File: src/rtl/fft_bfly_sched.sv
// In-place radix-2 DIT FFT sequencer: walks stage/butterfly counters, reads operand
// pairs and twiddles, drives the butterfly unit and writes the results back in place.
module fft_bfly_sched #(
  parameter int N_LOG2 = 8,
  parameter int DATA_W = 24,
  parameter int TW_W   = 16,
  parameter int BF_TMO = 16
) (
  input  logic                  clk,
  input  logic                  rst,
  input  logic                  start,
  output logic                  busy,
  output logic                  done,
  output logic                  err,
  output logic [N_LOG2-1:0]     stage,
  output logic [N_LOG2-1:0]     ram_addr_a,
  output logic [N_LOG2-1:0]     ram_addr_b,
  output logic                  ram_re,
  output logic                  ram_we,
  input  logic [2*DATA_W-1:0]   ram_rd_a,
  input  logic [2*DATA_W-1:0]   ram_rd_b,
  output logic [2*DATA_W-1:0]   ram_wd_a,
  output logic [2*DATA_W-1:0]   ram_wd_b,
  output logic [N_LOG2-2:0]     tw_addr,
  input  logic [2*TW_W-1:0]     tw_rd,
  output logic                  bf_en,
  output logic [DATA_W-1:0]     bf_a_re,
  output logic [DATA_W-1:0]     bf_a_im,
  output logic [DATA_W-1:0]     bf_b_re,
  output logic [DATA_W-1:0]     bf_b_im,
  output logic [TW_W-1:0]       bf_c_re,
  output logic [TW_W-1:0]       bf_c_im,
  input  logic [DATA_W-1:0]     bf_outa_re,
  input  logic [DATA_W-1:0]     bf_outa_im,
  input  logic [DATA_W-1:0]     bf_outb_re,
  input  logic [DATA_W-1:0]     bf_outb_im,
  input  logic                  bf_done
);

  localparam int TMO_W = $clog2(BF_TMO + 1);

  typedef enum logic [2:0] {
    S_IDLE,
    S_RD,
    S_LAT,
    S_EXEC,
    S_WB,
    S_DONE
  } state_e;

  state_e                state_q;
  logic [N_LOG2-1:0]     s_q, s_d;
  logic [N_LOG2-2:0]     j_q, j_d;
  logic [TMO_W-1:0]      tmo_q;
  logic                  last_j, last_s;
  logic [N_LOG2-1:0]     addr_a_d, addr_b_d;
  logic [N_LOG2-2:0]     tw_addr_d;

  logic                  busy_q, done_q, err_q, ram_re_q, ram_we_q, bf_en_q;
  logic [N_LOG2-1:0]     ram_addr_a_q, ram_addr_b_q;
  logic [N_LOG2-2:0]     tw_addr_q;
  logic [2*DATA_W-1:0]   ram_wd_a_q, ram_wd_b_q;
  logic [DATA_W-1:0]     bf_a_re_q, bf_a_im_q, bf_b_re_q, bf_b_im_q;
  logic [TW_W-1:0]       bf_c_re_q, bf_c_im_q;

  // a = ((j>>s)<<(s+1)) | k with k = j & (2^s-1); b = a | 2^s; twiddle = k << (N_LOG2-1-s)
  function automatic logic [N_LOG2-1:0] half_f(input logic [N_LOG2-1:0] s);
    return N_LOG2'(1) << s;
  endfunction

  function automatic logic [N_LOG2-1:0] k_f(input logic [N_LOG2-1:0] s,
                                            input logic [N_LOG2-2:0] j);
    return {1'b0, j} & (half_f(s) - N_LOG2'(1));
  endfunction

  always_comb begin
    last_j = (j_q == '1);
    last_s = (s_q == N_LOG2'(N_LOG2 - 1));
    s_d    = s_q;
    j_d    = j_q;
    if (state_q == S_IDLE) begin
      s_d = '0;
      j_d = '0;
    end else if (last_j) begin
      s_d = s_q + 1'b1;
      j_d = '0;
    end else begin
      j_d = j_q + 1'b1;
    end
    addr_a_d  = ((({1'b0, j_d}) >> s_d) << (s_d + 1'b1)) | k_f(s_d, j_d);
    addr_b_d  = addr_a_d | half_f(s_d);
    tw_addr_d = (N_LOG2 - 1)'(k_f(s_d, j_d) << (N_LOG2 - 1 - int'(s_d)));
  end

  always_ff @(posedge clk or negedge rst) begin
    if (!rst) begin
      state_q      <= S_IDLE;
      s_q          <= '0;
      j_q          <= '0;
      tmo_q        <= '0;
      busy_q       <= 1'b0;
      done_q       <= 1'b0;
      err_q        <= 1'b0;
      ram_re_q     <= 1'b0;
      ram_we_q     <= 1'b0;
      bf_en_q      <= 1'b0;
      ram_addr_a_q <= '0;
      ram_addr_b_q <= '0;
      tw_addr_q    <= '0;
      ram_wd_a_q   <= '0;
      ram_wd_b_q   <= '0;
      bf_a_re_q    <= '0;
      bf_a_im_q    <= '0;
      bf_b_re_q    <= '0;
      bf_b_im_q    <= '0;
      bf_c_re_q    <= '0;
      bf_c_im_q    <= '0;
    end else begin
      case (state_q)
        S_IDLE: begin
          done_q <= 1'b0;
          if (start) begin
            err_q        <= 1'b0;
            s_q          <= s_d;
            j_q          <= j_d;
            ram_addr_a_q <= addr_a_d;
            ram_addr_b_q <= addr_b_d;
            tw_addr_q    <= tw_addr_d;
            ram_re_q     <= 1'b1;
            busy_q       <= 1'b1;
            state_q      <= S_RD;
          end
        end
        S_RD: begin
          ram_re_q <= 1'b0;
          state_q  <= S_LAT;
        end
        S_LAT: begin
          bf_a_re_q <= ram_rd_a[DATA_W-1:0];
          bf_a_im_q <= ram_rd_a[2*DATA_W-1:DATA_W];
          bf_b_re_q <= ram_rd_b[DATA_W-1:0];
          bf_b_im_q <= ram_rd_b[2*DATA_W-1:DATA_W];
          bf_c_re_q <= tw_rd[TW_W-1:0];
          bf_c_im_q <= tw_rd[2*TW_W-1:TW_W];
          bf_en_q   <= 1'b1;
          tmo_q     <= '0;
          state_q   <= S_EXEC;
        end
        S_EXEC: begin
          if (bf_done) begin
            ram_wd_a_q <= {bf_outa_im, bf_outa_re};
            ram_wd_b_q <= {bf_outb_im, bf_outb_re};
            bf_en_q    <= 1'b0;
            ram_we_q   <= 1'b1;
            state_q    <= S_WB;
          end else if (tmo_q == TMO_W'(BF_TMO - 1)) begin
            // This is the BF_TMO-th EXEC cycle without completion: abandon the run.
            err_q   <= 1'b1;
            busy_q  <= 1'b0;
            bf_en_q <= 1'b0;
            state_q <= S_IDLE;
          end else begin
            tmo_q <= tmo_q + 1'b1;
          end
        end
        S_WB: begin
          ram_we_q <= 1'b0;
          if (last_j && last_s) begin
            done_q  <= 1'b1;
            busy_q  <= 1'b0;
            state_q <= S_DONE;
          end else begin
            s_q          <= s_d;
            j_q          <= j_d;
            ram_addr_a_q <= addr_a_d;
            ram_addr_b_q <= addr_b_d;
            tw_addr_q    <= tw_addr_d;
            ram_re_q     <= 1'b1;
            state_q      <= S_RD;
          end
        end
        S_DONE: begin
          done_q  <= 1'b0;
          state_q <= S_IDLE;
        end
        default: state_q <= S_IDLE;
      endcase
    end
  end

  assign busy       = busy_q;
  assign done       = done_q;
  assign err        = err_q;
  assign stage      = s_q;
  assign ram_addr_a = ram_addr_a_q;
  assign ram_addr_b = ram_addr_b_q;
  assign ram_re     = ram_re_q;
  assign ram_we     = ram_we_q;
  assign ram_wd_a   = ram_wd_a_q;
  assign ram_wd_b   = ram_wd_b_q;
  assign tw_addr    = tw_addr_q;
  assign bf_en      = bf_en_q;
  assign bf_a_re    = bf_a_re_q;
  assign bf_a_im    = bf_a_im_q;
  assign bf_b_re    = bf_b_re_q;
  assign bf_b_im    = bf_b_im_q;
  assign bf_c_re    = bf_c_re_q;
  assign bf_c_im    = bf_c_im_q;

endmodule

File: config.mk
export PLATFORM = sky130hd
export DESIGN_NAME = fft_bfly_sched
export DESIGN_NICKNAME = d
export VERILOG_FILES = /design/src/rtl/fft_bfly_sched.sv
export SDC_FILE = /design/constraint.sdc
export NUM_CORES = 1
export LEC_CHECK = 0
export CELL_PAD_IN_SITES_DETAIL_PLACEMENT = 0
export CELL_PAD_IN_SITES_GLOBAL_PLACEMENT = 1
export CORE_AREA = 5 5 188 190
export CTS_CLUSTER_SIZE = 25
export DETAILED_ROUTE_END_ITERATION = 7
export DIE_AREA = 0 0 193 195
export DONT_BUFFER_PORTS = 1
export GPL_TIMING_DRIVEN = 0
export PLACE_DENSITY = 0.68
export SLEW_MARGIN = 20
export SYNTH_ARGS = -nofsm -noshare
export SYNTH_HDL_FRONTEND = slang
export SYNTH_SLANG_ARGS = --single-unit
File: constraint.sdc
create_clock -name clk -period 3.4 [get_ports clk]
set_clock_uncertainty 0.15 [all_clocks]
set_input_delay 0.68 -clock clk [delete_from_list [all_inputs] [get_ports clk]]
set_output_delay 0.68 -clock clk [all_outputs]
set_load 0.005 [all_outputs]
==> impl_summary.md, run 1 <==
Drt
The average routed wire per standard cell is 26.62 um. The met3 wire length is 3.669 mm. The top layer used by detailed routing is met5. In the routed layout, each cell is associated on average with a via count of 5.574. Across all layers, the routed design uses roughly 8.3k vias. In this run the remaining antenna-violating nets after routing total 0.

The number of search-and-repair iterations in the first detailed-routing pass is 5. For this block, the initial DRC count from the detailed router was 406. The detailed route wirelength on metal2 is 19.83 mm. For this run, design rule violations remaining after detail routing come to 0. The routed design has 39.75 mm of wire. For this block, wires on met1 add up to 14.90 mm.

Power
The leakage power of the design is 5.915 nW. The switching power share of the total is between 30% and 40%. The proportion of power drawn by flip-flops and latches is 44.8%. The worst supply voltage drop on vdd is 0.0005752 V.

The internal power summed over all cells is 9.339 mW. The analysis attributes to net switching a power of 5.193 mW. The combinational group share of total power is 31.5%. The clock network power share is 23.7%. Power spread over the standard cell area amounts to 1007 nW/um^2.

Logic synthesis
The number of distinct standard cells referenced by the synthesized netlist is 72. The mean instance size in the synthesized netlist is 12.66 um^2. The net count after synthesis is 1193.

The number of instances in the synthesized netlist is 957. The share of the yosys chip area belonging to registers is 57.02%. The share of flip-flops with an asynchronous set or reset is 100.0%. The most frequently used flop master after synthesis is sky130_fd_sc_hd__dfrtp_1. The register bit count reported by yosys is 276. Yosys printed 0 warnings. The post-synthesis instance area is 12110 um^2.

The number of enable-type register cells in the synthesized netlist is 0.

Timing
The worst slew margin relative to its limit is between 30% and 40%. The count of final setup violators is 2. Timing would allow up to between 200 and 300 MHz. At the pin with the least slew margin, the transition time is 1034 ps. The final critical-path share of the clock period is 100.9%. The least setup slack across all paths after layout is -31.04 ps. The final-layout worst hold slack is -323.3 ps. The count of endpoints failing hold in the final timing report is 276. Setup repair after global routing could not meet its margin everywhere. The final number of max-transition violations is 0.

For the final routed database, the setup TNS stands at -47.31 ps. For the finished layout, the period the worst path requires is 3431 ps.

Clocking
The later pin in the worst-skew pair is clocked with a latency of roughly 580 ps. The clock buffer count from CTS is 30. The CTS sink count is 276. After clock tree synthesis, the clock-pin slew on the worst setup and hold paths is 60 ps. The CTS tree is built. The maximum clock path buffer count is 3. The root buffer cell is sky130_fd_sc_hd__clkbuf_16. CTS built an H-tree with a depth of 1.

Worst setup path
The delay of the slowest cell on the worst path is between 300 and 400 ps. The slowest cell on the critical path is sky130_fd_sc_hd__dfrtp_2. The required arrival time at the worst endpoint is between 3000 and 4000 ps. The arrival time of data at the critical path endpoint is 3700 ps.

The element type at the critical path start is a flip-flop. Walking the worst path, the cells encountered are ha_4 -> and4_4 -> and4_4 -> mux2i_4 -> inv_2 -> buf_6 -> nor4_4 -> buf_6 -> nand3_4 -> ha_4 -> nor3_2 -> or3_1 -> a32oi_1 -> o21ai_1. The number of buffers and inverters on the critical path is 3. The critical path class is flip-flop to flip-flop. The kind of cell with the highest combined delay along the critical path is simple AND/OR/NAND/NOR gates.

The type of destination of the critical path is a flip-flop. Along the worst path, the maximum fanout reaches 3.

Placed design
The placement-stage cell area is 12760 um^2. The last weighted congestion value of the routability-driven placer is 0.9188. The number of instances in the placed design is approximately 1.4k. The wire-length estimate of the detail-placed layout is 30.33 mm. Buffers placed on the I/O ports in this run total 0.

Finish
Leaving out filler cells and counting taps, the final layout contains 1493. Summing all non-filler instances in the final layout gives an area of 14430 um^2. Of the cells placed in the final design, the portion with a size suffix greater than 1 is 38.75%. The final layout contains 1253 nets. Cells fill 43.36% of the core in the end. Relative to the synthesized area, the layout overhead comes to 19.13%. The layout filler cell count is slightly above 3k.

Floorplanning
In this run the standard cell core region covers 33280 um^2. The initial utilization of the core area, before any placement, comes to 36.39%. The die is 193 um wide. For this design the top-level I/O count stands at between 400 and 500. The area of the die is 37640 um^2. The floorplan row count is 67. The floorplan step set the die height to between 150 and 200 um.

Global route
The initial antenna violation count came to 13. Summed over all layers, the global routing overflow is 0. The number of global-route vias before repair came to 8520.

In the global route stage, overall resource usage came out at 20.36%. The first global-routing pass estimated 58.39 mm of wire. The maximum number of pins on one net before global-route repair is 277.

Run status
The run finished, with violations left. The final reports fail on negative hold slack, negative setup slack.

Min path
The worst min-delay path category is input port to asynchronous set/reset pin.

Job
Across the run, the number of max-cap violations was 0.
[cells by family (layout without fill, tap and decap cells)]
group / after synthesis / in the layout / share of synthesized area [%]
compound gates: 159 / 159 / 9.122
fa+ha+maj: 8 / 8 / 0.8265
flops: 276 / 276 / 57.02
buf+inv: 76 / 159 / 2.572
simple gates: 194 / 194 / 7.965
mux: 231 / 231 / 21.55
xor+xnor: 13 / 13 / 0.9401
other cells: 0 / 5 / 0
[flip-flops by register name, summed over array words and instances (netlist names)]
name / flops
ram_wd_a: 48
ram_wd_b: 48
bf_a_im: 24
bf_a_re: 24
bf_b_im: 24
bf_b_re: 24
bf_c_im: 16
bf_c_re: 16
ram_addr_a: 8
ram_addr_b: 8
stage: 8
j_q: 7
tw_addr: 7
tmo_q: 5
state_q: 3
bf_en: 1
busy: 1
done: 1
err: 1
ram_re: 1
ram_we: 1
[synthesized netlist by cell type, types with 3 or more instances]
library cell               instances  area (um^2)
sky130_fd_sc_hd__a21oi_1          26        130.1
sky130_fd_sc_hd__nor2_1           42        157.7
sky130_fd_sc_hd__nand2b_1          4        25.02
sky130_fd_sc_hd__o31ai_1           5        37.54
sky130_fd_sc_hd__or3_1             7        43.79
sky130_fd_sc_hd__a311oi_1          3        26.28
sky130_fd_sc_hd__nand2_1          54        202.7
sky130_fd_sc_hd__nand4_1          10        62.56
sky130_fd_sc_hd__nor3_1           23        115.1
sky130_fd_sc_hd__a22o_1            7        61.31
sky130_fd_sc_hd__a22oi_1           3        22.52
sky130_fd_sc_hd__a211oi_1          7        52.55
sky130_fd_sc_hd__mux2_2          228         2567
sky130_fd_sc_hd__ha_1              8        100.1
sky130_fd_sc_hd__and3_1            3        18.77
sky130_fd_sc_hd__and4_1            3        26.28
sky130_fd_sc_hd__o211ai_1          3        22.52
sky130_fd_sc_hd__and2_1            4        25.02
sky130_fd_sc_hd__nor2b_1           6        37.54
sky130_fd_sc_hd__inv_1            11        41.29
sky130_fd_sc_hd__o21ai_0          43        215.2
sky130_fd_sc_hd__clkbuf_1         43        161.4
sky130_fd_sc_hd__o21ai_1           7        35.03
sky130_fd_sc_hd__a31oi_1           6        37.54
sky130_fd_sc_hd__a211o_1           3        26.28
sky130_fd_sc_hd__nand3_1          25        125.1
sky130_fd_sc_hd__xor2_1            5        43.79
sky130_fd_sc_hd__nor4_1            3        18.77
sky130_fd_sc_hd__buf_2            15        75.07
sky130_fd_sc_hd__dfrtp_1         276         6907
sky130_fd_sc_hd__xnor2_1           8        70.07
sky130_fd_sc_hd__o21a_1            6        45.04
sky130_fd_sc_hd__o22ai_1           5        31.28
[worst paths after layout]
kind / from / end / slack (ps) / cells past startpoint
hold / removal: rst / bf_b_re[6]$_DFFE_PN0P_ / -320 / 0
max in group asynchronous: rst / stage[1]$_DFFE_PN0P_ / 2490 / 0
min in group clk: tw_rd[29] / bf_c_im[13]$_DFFE_PN0P_ / 90 / 1
setup / recovery: j_q[1]$_DFFE_PN0P_ / tw_addr[4]$_DFFE_PN0P_ / -30 / 14
hold reg to reg: bf_b_im[10]$_DFFE_PN0P_ / bf_b_im[10]$_DFFE_PN0P_ / 390 / 1
setup reg to reg: j_q[1]$_DFFE_PN0P_ / tw_addr[4]$_DFFE_PN0P_ / -30 / 14
[placed cells by master, fill, tap and decap left out, types with 5 or more instances in the layout]
cell type / instances
sky130_fd_sc_hd__nand2_1: 51
sky130_fd_sc_hd__a211oi_1: 7
sky130_fd_sc_hd__clkbuf_16: 30
sky130_fd_sc_hd__buf_4: 31
sky130_fd_sc_hd__clkbuf_1: 36
sky130_fd_sc_hd__o21ai_1: 8
sky130_fd_sc_hd__clkbuf_8: 7
sky130_fd_sc_hd__dfrtp_1: 268
sky130_fd_sc_hd__nor2_1: 40
sky130_fd_sc_hd__a22o_1: 7
sky130_fd_sc_hd__buf_2: 5
sky130_fd_sc_hd__nand3_1: 22
sky130_fd_sc_hd__o21ai_0: 41
sky130_fd_sc_hd__or3_1: 6
sky130_fd_sc_hd__dfrtp_2: 8
sky130_fd_sc_hd__a31oi_1: 6
sky130_fd_sc_hd__nor2b_1: 6
sky130_fd_sc_hd__inv_1: 10
sky130_fd_sc_hd__xor2_1: 5
sky130_fd_sc_hd__diode_2: 5
sky130_fd_sc_hd__nor3_2: 5
sky130_fd_sc_hd__xnor2_1: 7
sky130_fd_sc_hd__clkinv_2: 7
sky130_fd_sc_hd__nor3_1: 18
sky130_fd_sc_hd__a21oi_1: 24
sky130_fd_sc_hd__buf_6: 9
sky130_fd_sc_hd__mux2_2: 227
sky130_fd_sc_hd__o21a_1: 6
sky130_fd_sc_hd__nand4_1: 10
[per-stage QoR]
stage               worst slack (ps)  power (mW)
floorplan                      5.655       9.203
global placement              -725.5       10.70
detailed placement            -729.4       10.81
CTS                           -48.50       14.54
global route                  -135.7       15.31
finish                        -31.04       14.53
[layout make-up]
| class | count | area, um^2 | share of cell area [%] |
|---|---|---|---|
| diodes | 5 | 12.51 | 0.08672 |
| repair buffers | 30 | 232.7 | 1.613 |
| multi-input cells | 605 | 5236 | 36.29 |
| flip-flops and latches | 276 | 6917 | 47.94 |
| clock buffers | 38 | 840.8 | 5.827 |
| plain buffers | 60 | 344.1 | 2.385 |
| inverters | 14 | 57.56 | 0.3989 |
| well taps | 448 | 560.5 | 3.885 |
| clock inverters | 17 | 227.7 | 1.578 |
[metal layers]
layer,track usage (%),up-vias
met3,7.946,80
met5,0,-
li1,-,3604
met1,24.51,4251
met4,5.639,10
met2,34.01,377
[power groups by stage]
stage                     sequential [mW]  clock, mW  combinational, mW
final                                6.51       3.45               4.57
after global placement               6.58          0               4.12
after global routing                 6.65       3.69               4.97
after CTS                            6.56       3.54               4.44
after floorplan                      5.78          0               3.42
after detailed placement             6.58          0               4.23
[timing repair]
action	CTS	global route
buffers inserted	20	10
endpoints found under the hold margin	276	276
pin swaps	14	15
setup endpoints to repair	30	25
gates resized for setup	53	38
No activity file was read; power rests on OpenSTA's default activity.
==> run 2, diff against run 1 <==
==> constraint.sdc (replaced) <==
create_clock -name clk -period 3.4 [get_ports clk]
set_clock_uncertainty 0.15 [all_clocks]
set_input_delay 0.68 -clock clk [delete_from_list [all_inputs] [get_ports clk]]
set_output_delay 0.68 -clock clk [all_outputs]
set_load 0.1 [all_outputs]
==> run 2 against run 1 <==
Net effect: the run still ends with negative hold slack, negative setup slack left; count of clock-buffer cells in the layout increased by 3; routed wire length rose by 3.5%; fmax shrank 4.6%; register-to-register slack worse by 160 ps; non-clock buffer count is 8 higher; via count up 0.50%; utilization rose by 0.71 points; final area rose by 1.6%; flip-flop and latch count did not move; final cell count is 0.33% higher; global-route usage rose by 0.70 points; first-iteration DRC count increased by 59%; critical path type unchanged; largest cell class unchanged.
==> impl_summary.md, run 2 (synthesized netlist as in run 1, its figures left out) <==
Run status
The run finished, with violations left. The final reports fail on negative hold slack, negative setup slack.

Placed design
The last weighted congestion value of the routability-driven placer is 0.9106 (-0.89%). The number of port buffers was 0 (unchanged). The total half-perimeter wirelength after legalization and detailed placement is 31.19 mm (+2.8%). The post-place setup slack was -617.7 ps (+111.7 ps).

Drt
The initial detailed-routing violation count is 645 (+59%). The final routed DRC violation total is 0 (unchanged). The number of search-and-repair iterations in the first detailed-routing pass is 5 (unchanged). The final routed wirelength across all metal layers is 41.16 mm (+3.5%). The average routed wire per standard cell is 27.48 um (+3.2%). The via count is 8364 (+0.50%). The ratio of routed vias to standard cells came to 5.583 (+0.17%).

The count of antenna-violating nets left after detailed routing is 0 (unchanged).

Finish
The post-layout utilization of the core is 44.07% (+0.71 points). In the layout the commonest cells are sky130_fd_sc_hd__dfrtp_1 (266), sky130_fd_sc_hd__mux2_2 (227), sky130_fd_sc_hd__nand2_1 (50). The layout filler cell count is 3098 (-0.26%).

The fraction of layout instances using a drive strength above 1 is 41.63% (+2.9 points). Leaving out fill and tap cells, the most frequent cell in the layout is sky130_fd_sc_hd__dfrtp_1. The growth of design area from synthesis to finish is 21.10%.

The post-layout net count was 1261 (+0.64%).

Min path
The tightest min-delay check is of the input port to asynchronous set/reset pin type.

Worst setup path
The required arrival time at the worst endpoint is 3690 ps (+20 ps). The maximum fanout count along the critical path is 3 (unchanged). STA classifies the critical path endpoint as a flip-flop. The element type at the critical path start is a flip-flop.

The critical path class is flip-flop to flip-flop. The launch point of the worst path is stage[3]$_DFFE_PN0P_. The worst reg2reg path startpoint is stage[3]$_DFFE_PN0P_. The arrival time of data at the critical path endpoint was 3880 ps (+180 ps).

Floorplanning
The area of the core was 33280 um^2 (unchanged). The initial cell density of the core came to 36.39% (unchanged). The floorplan row count is 67 (unchanged).

The number of top-level pins is 489 (unchanged). The horizontal extent of the die is 193 um (unchanged). The area of the die is 37640 um^2 (unchanged). The height of the die is 195 um (unchanged).

Timing
The final number of max-transition violations came to 0 (unchanged). The post-route minimum period came to 3596 ps (+164.7 ps). The count of final setup violators was 9 (+7).

The count of endpoints failing hold in the final timing report is 276 (unchanged). The fmax is 278.1 MHz (-4.6%). The final critical-path share of the clock period is 105.8% (+4.8 points).

The least setup slack across all paths after layout is -195.7 ps (-164.7 ps). The slew at the pin closest to its max-slew limit was 1075 ps (+41.12 ps). The final-layout worst hold slack is -337.5 ps (-14.22 ps). Setup repair after global routing could not meet its margin everywhere. The worst slew margin relative to its limit is 28.33% (-2.7 points).

Global route
The global-route wire length before repair is 59.75 mm (+2.3%). The overall global routing resource usage is 21.06% (+0.70 points). The maximum number of pins on one net before global-route repair is 277 (unchanged). The leftover overflow at the end of global routing is 0 (unchanged).

The initial antenna violation count is 16 (+3). The number of global-route vias before repair is 8448 (-0.85%).

Clocking
The maximum clock path buffer count came to 3 (unchanged). The CTS sink count is 276 (unchanged). The count of H-tree levels built during CTS is 1 (unchanged). The clock buffer count from CTS is 30 (unchanged). The tree is rooted in a sky130_fd_sc_hd__clkbuf_16. TritonCTS built the clock tree. The register clock-pin slew on the reported worst setup and hold paths is 70 ps (about the same). The clock latency reported for the late side of the worst-skew pair is 560 ps (-20 ps).

Job
The number of max-cap violations is 0 (unchanged).
==> run 2: layout make-up <==
class	instances	area (um^2)	share of cell area, %
clock buffer	41	873.3	5.955
inverter	14	63.81	0.4351
antenna	5	12.51	0.08531
sequential	276	6937	47.30
buffer	61	379.1	2.585
clock inverter	11	92.59	0.6313
multi-input combinational	605	5431	37.03
timing repair buffer	37	316.6	2.158
tap	448	560.5	3.822
==> run 2: per-layer routing <==
layer | part of all wire [%] | routed length (um) | global-route usage [%]
met1 | 35 | 14550 | 24.28
met2 | 52 | 21600 | 36.35
met3 | 8.4 | 3464 | 7.429
met4 | 3.6 | 1476 | 7.107
met5 | 0.16 | 67 | 0
==> run 2: final timing paths <==
| check | slack, ps | cells after the start | endpoint |
|---|---|---|---|
| min in group clk | 110 | 1 | ram_wd_b[36]$_DFFE_PN0P_ |
| hold reg to reg | 410 | 2 | tmo_q[4]$_DFFE_PN0P_ |
| max in group asynchronous | 2540 | 0 | stage[0]$_DFFE_PN0P_ |
| hold / removal | -340 | 0 | bf_a_im[12]$_DFFE_PN0P_ |
| setup reg to reg | -200 | 12 | tw_addr[4]$_DFFE_PN0P_ |
| setup / recovery | -200 | 12 | tw_addr[4]$_DFFE_PN0P_ |
==> run 2: worst max-delay path, cell delays in order, from the launching register on <==
cell,delay [ps]
sky130_fd_sc_hd__dfrtp_4,650
sky130_fd_sc_hd__clkbuf_16,210
sky130_fd_sc_hd__nand4_1,130
sky130_fd_sc_hd__nor4_4,380
sky130_fd_sc_hd__mux2_4,360
sky130_fd_sc_hd__or4_4,470
sky130_fd_sc_hd__nor2_4,120
sky130_fd_sc_hd__inv_2,50
sky130_fd_sc_hd__ha_4,290
sky130_fd_sc_hd__nor3_4,50
sky130_fd_sc_hd__or3_1,330
sky130_fd_sc_hd__a32oi_1,200
sky130_fd_sc_hd__o21ai_1,80
==> run 2: repair_timing <==
| item | 4_1_cts | 5_1_grt |
|---|---|---|
| setup buffers | 17 | 22 |
| endpoints found under the hold margin | 276 | 276 |
| resized for setup | 54 | 78 |
| setup endpoints to repair | 35 | 35 |
| pin swaps | 29 | 24 |
==> run 2: metrics by stage <==
step	instances	setup TNS [ps]	instance area, um^2
after floorplan	957	-496.5	12260
after global placement	1405	-12510	12820
after detailed placement	1405	-12300	12820
after CTS	1474	-2193	14170
after global routing	1497	-2375	14660
final	1498	-705.3	14670
Power of run 2 is left out: the tool's default activity adds up to more than one toggle a clock period on the data nets, which glitch-free logic cannot reach.
==> run 3, diff against run 2 <==
- CORE_AREA: 5 5 188 190 -> 5 5 189 191
- CTS_BUF_LIST: unset -> sky130_fd_sc_hd__clkbuf_8 sky130_fd_sc_hd__clkbuf_16
- DIE_AREA: 0 0 193 195 -> 0 0 194 196
- PLACE_DENSITY: 0.68 -> 0.65
- clock period: 3.4 -> 4.1 ns (I/O delays scaled with it)
==> run 3 against run 2 <==
Net effect: the flow finishes with violations (negative hold slack); die area increased by 1.0%; hold slack improved by 160 ps; flip-flop and latch count unchanged; global-route usage is 1.2 points lower; routed wire length is 3.4% lower; final area fell by 5.9%; final cell count down 2.0%; count of clock-buffer cells in the layout shrank 9; utilization is 3.4 points lower; first-iteration DRC count down 40%; register-to-register slack better by 360 ps; setup slack improved by 360 ps.
==> impl_summary.md, run 3 (synthesized netlist as in run 1, its figures left out) <==
Run status
The run finished, with violations left. The checks that failed: negative hold slack.

Finish
The non-filler instance count after layout came to 1468 (-2.0%). From synthesis to final layout, the design area changed by 13.95%. The layout filler cell count came to 3204 (+3.4%). The post-layout utilization of the core is 40.65% (-3.4 points). The top cell types in the final layout, fill and taps aside, are sky130_fd_sc_hd__dfrtp_1 (268), sky130_fd_sc_hd__mux2_2 (228), sky130_fd_sc_hd__nand2_1 (54). The leading cell type in the layout, fill and taps excluded is sky130_fd_sc_hd__dfrtp_1.

The post-layout net count is 1229 (-2.5%). The fraction of layout instances using a drive strength above 1 came to 34.06% (-7.6 points).

Timing
Setup repair after global routing could not meet its margin everywhere. The count of final setup violators is 0 (-9). The slew at the pin closest to its max-slew limit was 1075 ps (+0.3574 ps). The final critical-path share of the clock period is 95.98% (-9.8 points).

The count of endpoints failing hold in the final timing report is 162 (-41%). The post-route minimum period is 3935 ps (+339.3 ps). The final-layout worst hold slack is -182.1 ps (+155.4 ps). The fmax came to 254.1 MHz (-8.6%). The final number of max-transition violations is 0 (unchanged). The worst slew margin relative to its limit is 28.30% (about the same).

Drt
The final routed DRC violation total is 0 (unchanged). The via count is 8115 (-3.0%). The number of search-and-repair iterations in the first detailed-routing pass is 5 (unchanged). The count of antenna-violating nets left after detailed routing came to 0 (unchanged). The ratio of routed vias to standard cells came to 5.528 (-0.99%). The average routed wire per standard cell is 27.07 um (-1.5%). The final routed wirelength across all metal layers was 39.75 mm (-3.4%). The initial detailed-routing violation count was 387 (-40%).

Global route
The overall global routing resource usage was 19.89% (-1.2 points). The global-route wire length before repair was 57.95 mm (-3.0%). The initial antenna violation count is 10 (-6). The number of global-route vias before repair is 8335 (-1.3%).

The met2 track demand over resource is 32.61% (-3.7 points). The global-route met3 utilization is 9.651% (+2.2 points). The maximum number of pins on one net before global-route repair is 277 (unchanged). The met1 track utilization from global routing is 23.42% (-0.86 points). The leftover overflow at the end of global routing is 0 (unchanged). In this run the most used layer during global routing was met2.

Worst setup path
The setup path with the least slack is of type flip-flop to flip-flop. The maximum fanout count along the critical path is 9 (+6). The worst setup path is captured at a flip-flop. The arrival time of data at the critical path endpoint is 4190 ps (+310 ps). The required arrival time at the worst endpoint is 4360 ps (+670 ps). The element type at the critical path start is a flip-flop.

Floorplanning
The area of the core is 33950 um^2 (+2.0%). The area of the die is 38020 um^2 (+1.0%). The height of the die came to 196 um (+0.51%). The floorplan row count came to 68 (+1.5%). The initial cell density of the core came to 35.68% (-0.71 points). The horizontal extent of the die came to 194 um (+0.52%). The number of top-level pins was 489 (unchanged).

Clocking
The count of H-tree levels built during CTS is 1 (unchanged). The register clock-pin slew on the reported worst setup and hold paths is 60 ps (about the same). The clock buffer count from CTS was 29 (-3.3%).

The root buffer cell is sky130_fd_sc_hd__clkbuf_16. The CTS sink count is 276 (unchanged). The clock latency reported for the late side of the worst-skew pair came to 550 ps (about the same).

The maximum clock path buffer count is 3 (unchanged). The CTS tree is built.

Min path
The worst hold path belongs to the class input port to asynchronous set/reset pin.

Placed design
The total half-perimeter wirelength after legalization and detailed placement is 31.06 mm (-0.40%). The number of port buffers is 0 (unchanged). The last weighted congestion value of the routability-driven placer is 0.9109 (about the same). The number of instances in the placed design is 1412 (+0.50%).

Job
The number of max-cap violations came to 0 (unchanged).
-- run 3: routing by layer --
layer / vias up / routed length (um)
met5: - / 54
met2: 347 / 19370
met3: 71 / 4496
met4: 8 / 1087
li1: 3538 / -
met1: 4151 / 14740
-- run 3: metrics by stage --
stage               setup slack [ps]  area [um^2]  hold slack [ps]  setup TNS (ps)
finish                         165.0        13800           -182.1               0
global route                  -42.92        13800           -216.1          -42.92
CTS                            33.75        13690           -224.3               0
detailed placement            -520.9        12690            381.0           -4506
global placement              -538.1        12690            380.7           -5329
floorplan                      74.52        12120            355.3               0
-- run 3: what timing repair did --
| action | 4_1_cts | 5_1_grt |
|---|---|---|
| hold endpoints to repair | 276 | 276 |
| pin swaps | 1 | 2 |
| resized for setup | 24 | 22 |
| buffers inserted | 0 | 6 |
| endpoints found under the setup margin | 20 | 19 |
-- run 3: critical path, stage by stage, from the launching register on --
cell	delay, ps
sky130_fd_sc_hd__dfrtp_4	650
sky130_fd_sc_hd__ha_4	220
sky130_fd_sc_hd__and2_4	170
sky130_fd_sc_hd__and4_4	260
sky130_fd_sc_hd__mux2i_4	270
sky130_fd_sc_hd__inv_2	90
sky130_fd_sc_hd__or4_1	510
sky130_fd_sc_hd__buf_4	200
sky130_fd_sc_hd__nor2_2	140
sky130_fd_sc_hd__inv_1	80
sky130_fd_sc_hd__ha_4	200
sky130_fd_sc_hd__nand3_2	100
sky130_fd_sc_hd__nor2_1	70
sky130_fd_sc_hd__or3_1	370
sky130_fd_sc_hd__a32oi_2	230
sky130_fd_sc_hd__o21ai_1	80
-- run 3: cell type report --
class                   count  area (um^2)  share of cell area [%]
flip-flops and latches    276         6932                   50.23
multi-input cells         605         4989                   36.15
clock buffers              32        767.0                   5.558
well taps                 455        569.3                   4.125
plain buffers              61        279.0                   2.022
clock inverters            16        158.9                   1.151
inverters                  14        53.80                  0.3898
repair buffers              6        45.04                  0.3264
diodes                      3        7.507                 0.05440
-- run 3: worst paths after layout --
| kind | from | endpoint | slack, ps | depth (start not counted) |
|---|---|---|---|---|
| max in group asynchronous | rst | stage[1]$_DFFE_PN0P_ | 3090 | 0 |
| worst max register to register | stage[0]$_DFFE_PN0P_ | tw_addr[4]$_DFFE_PN0P_ | 160 | 15 |
| worst max-delay path | stage[0]$_DFFE_PN0P_ | tw_addr[4]$_DFFE_PN0P_ | 160 | 15 |
| worst min register to register | tmo_q[4]$_DFFE_PN0P_ | tmo_q[4]$_DFFE_PN0P_ | 410 | 2 |
| min in group clk | ram_rd_b[45] | bf_b_im[21]$_DFFE_PN0P_ | 270 | 1 |
| worst min-delay path | rst | bf_b_re[11]$_DFFE_PN0P_ | -180 | 0 |
Power of run 3 is left out for the same reason.
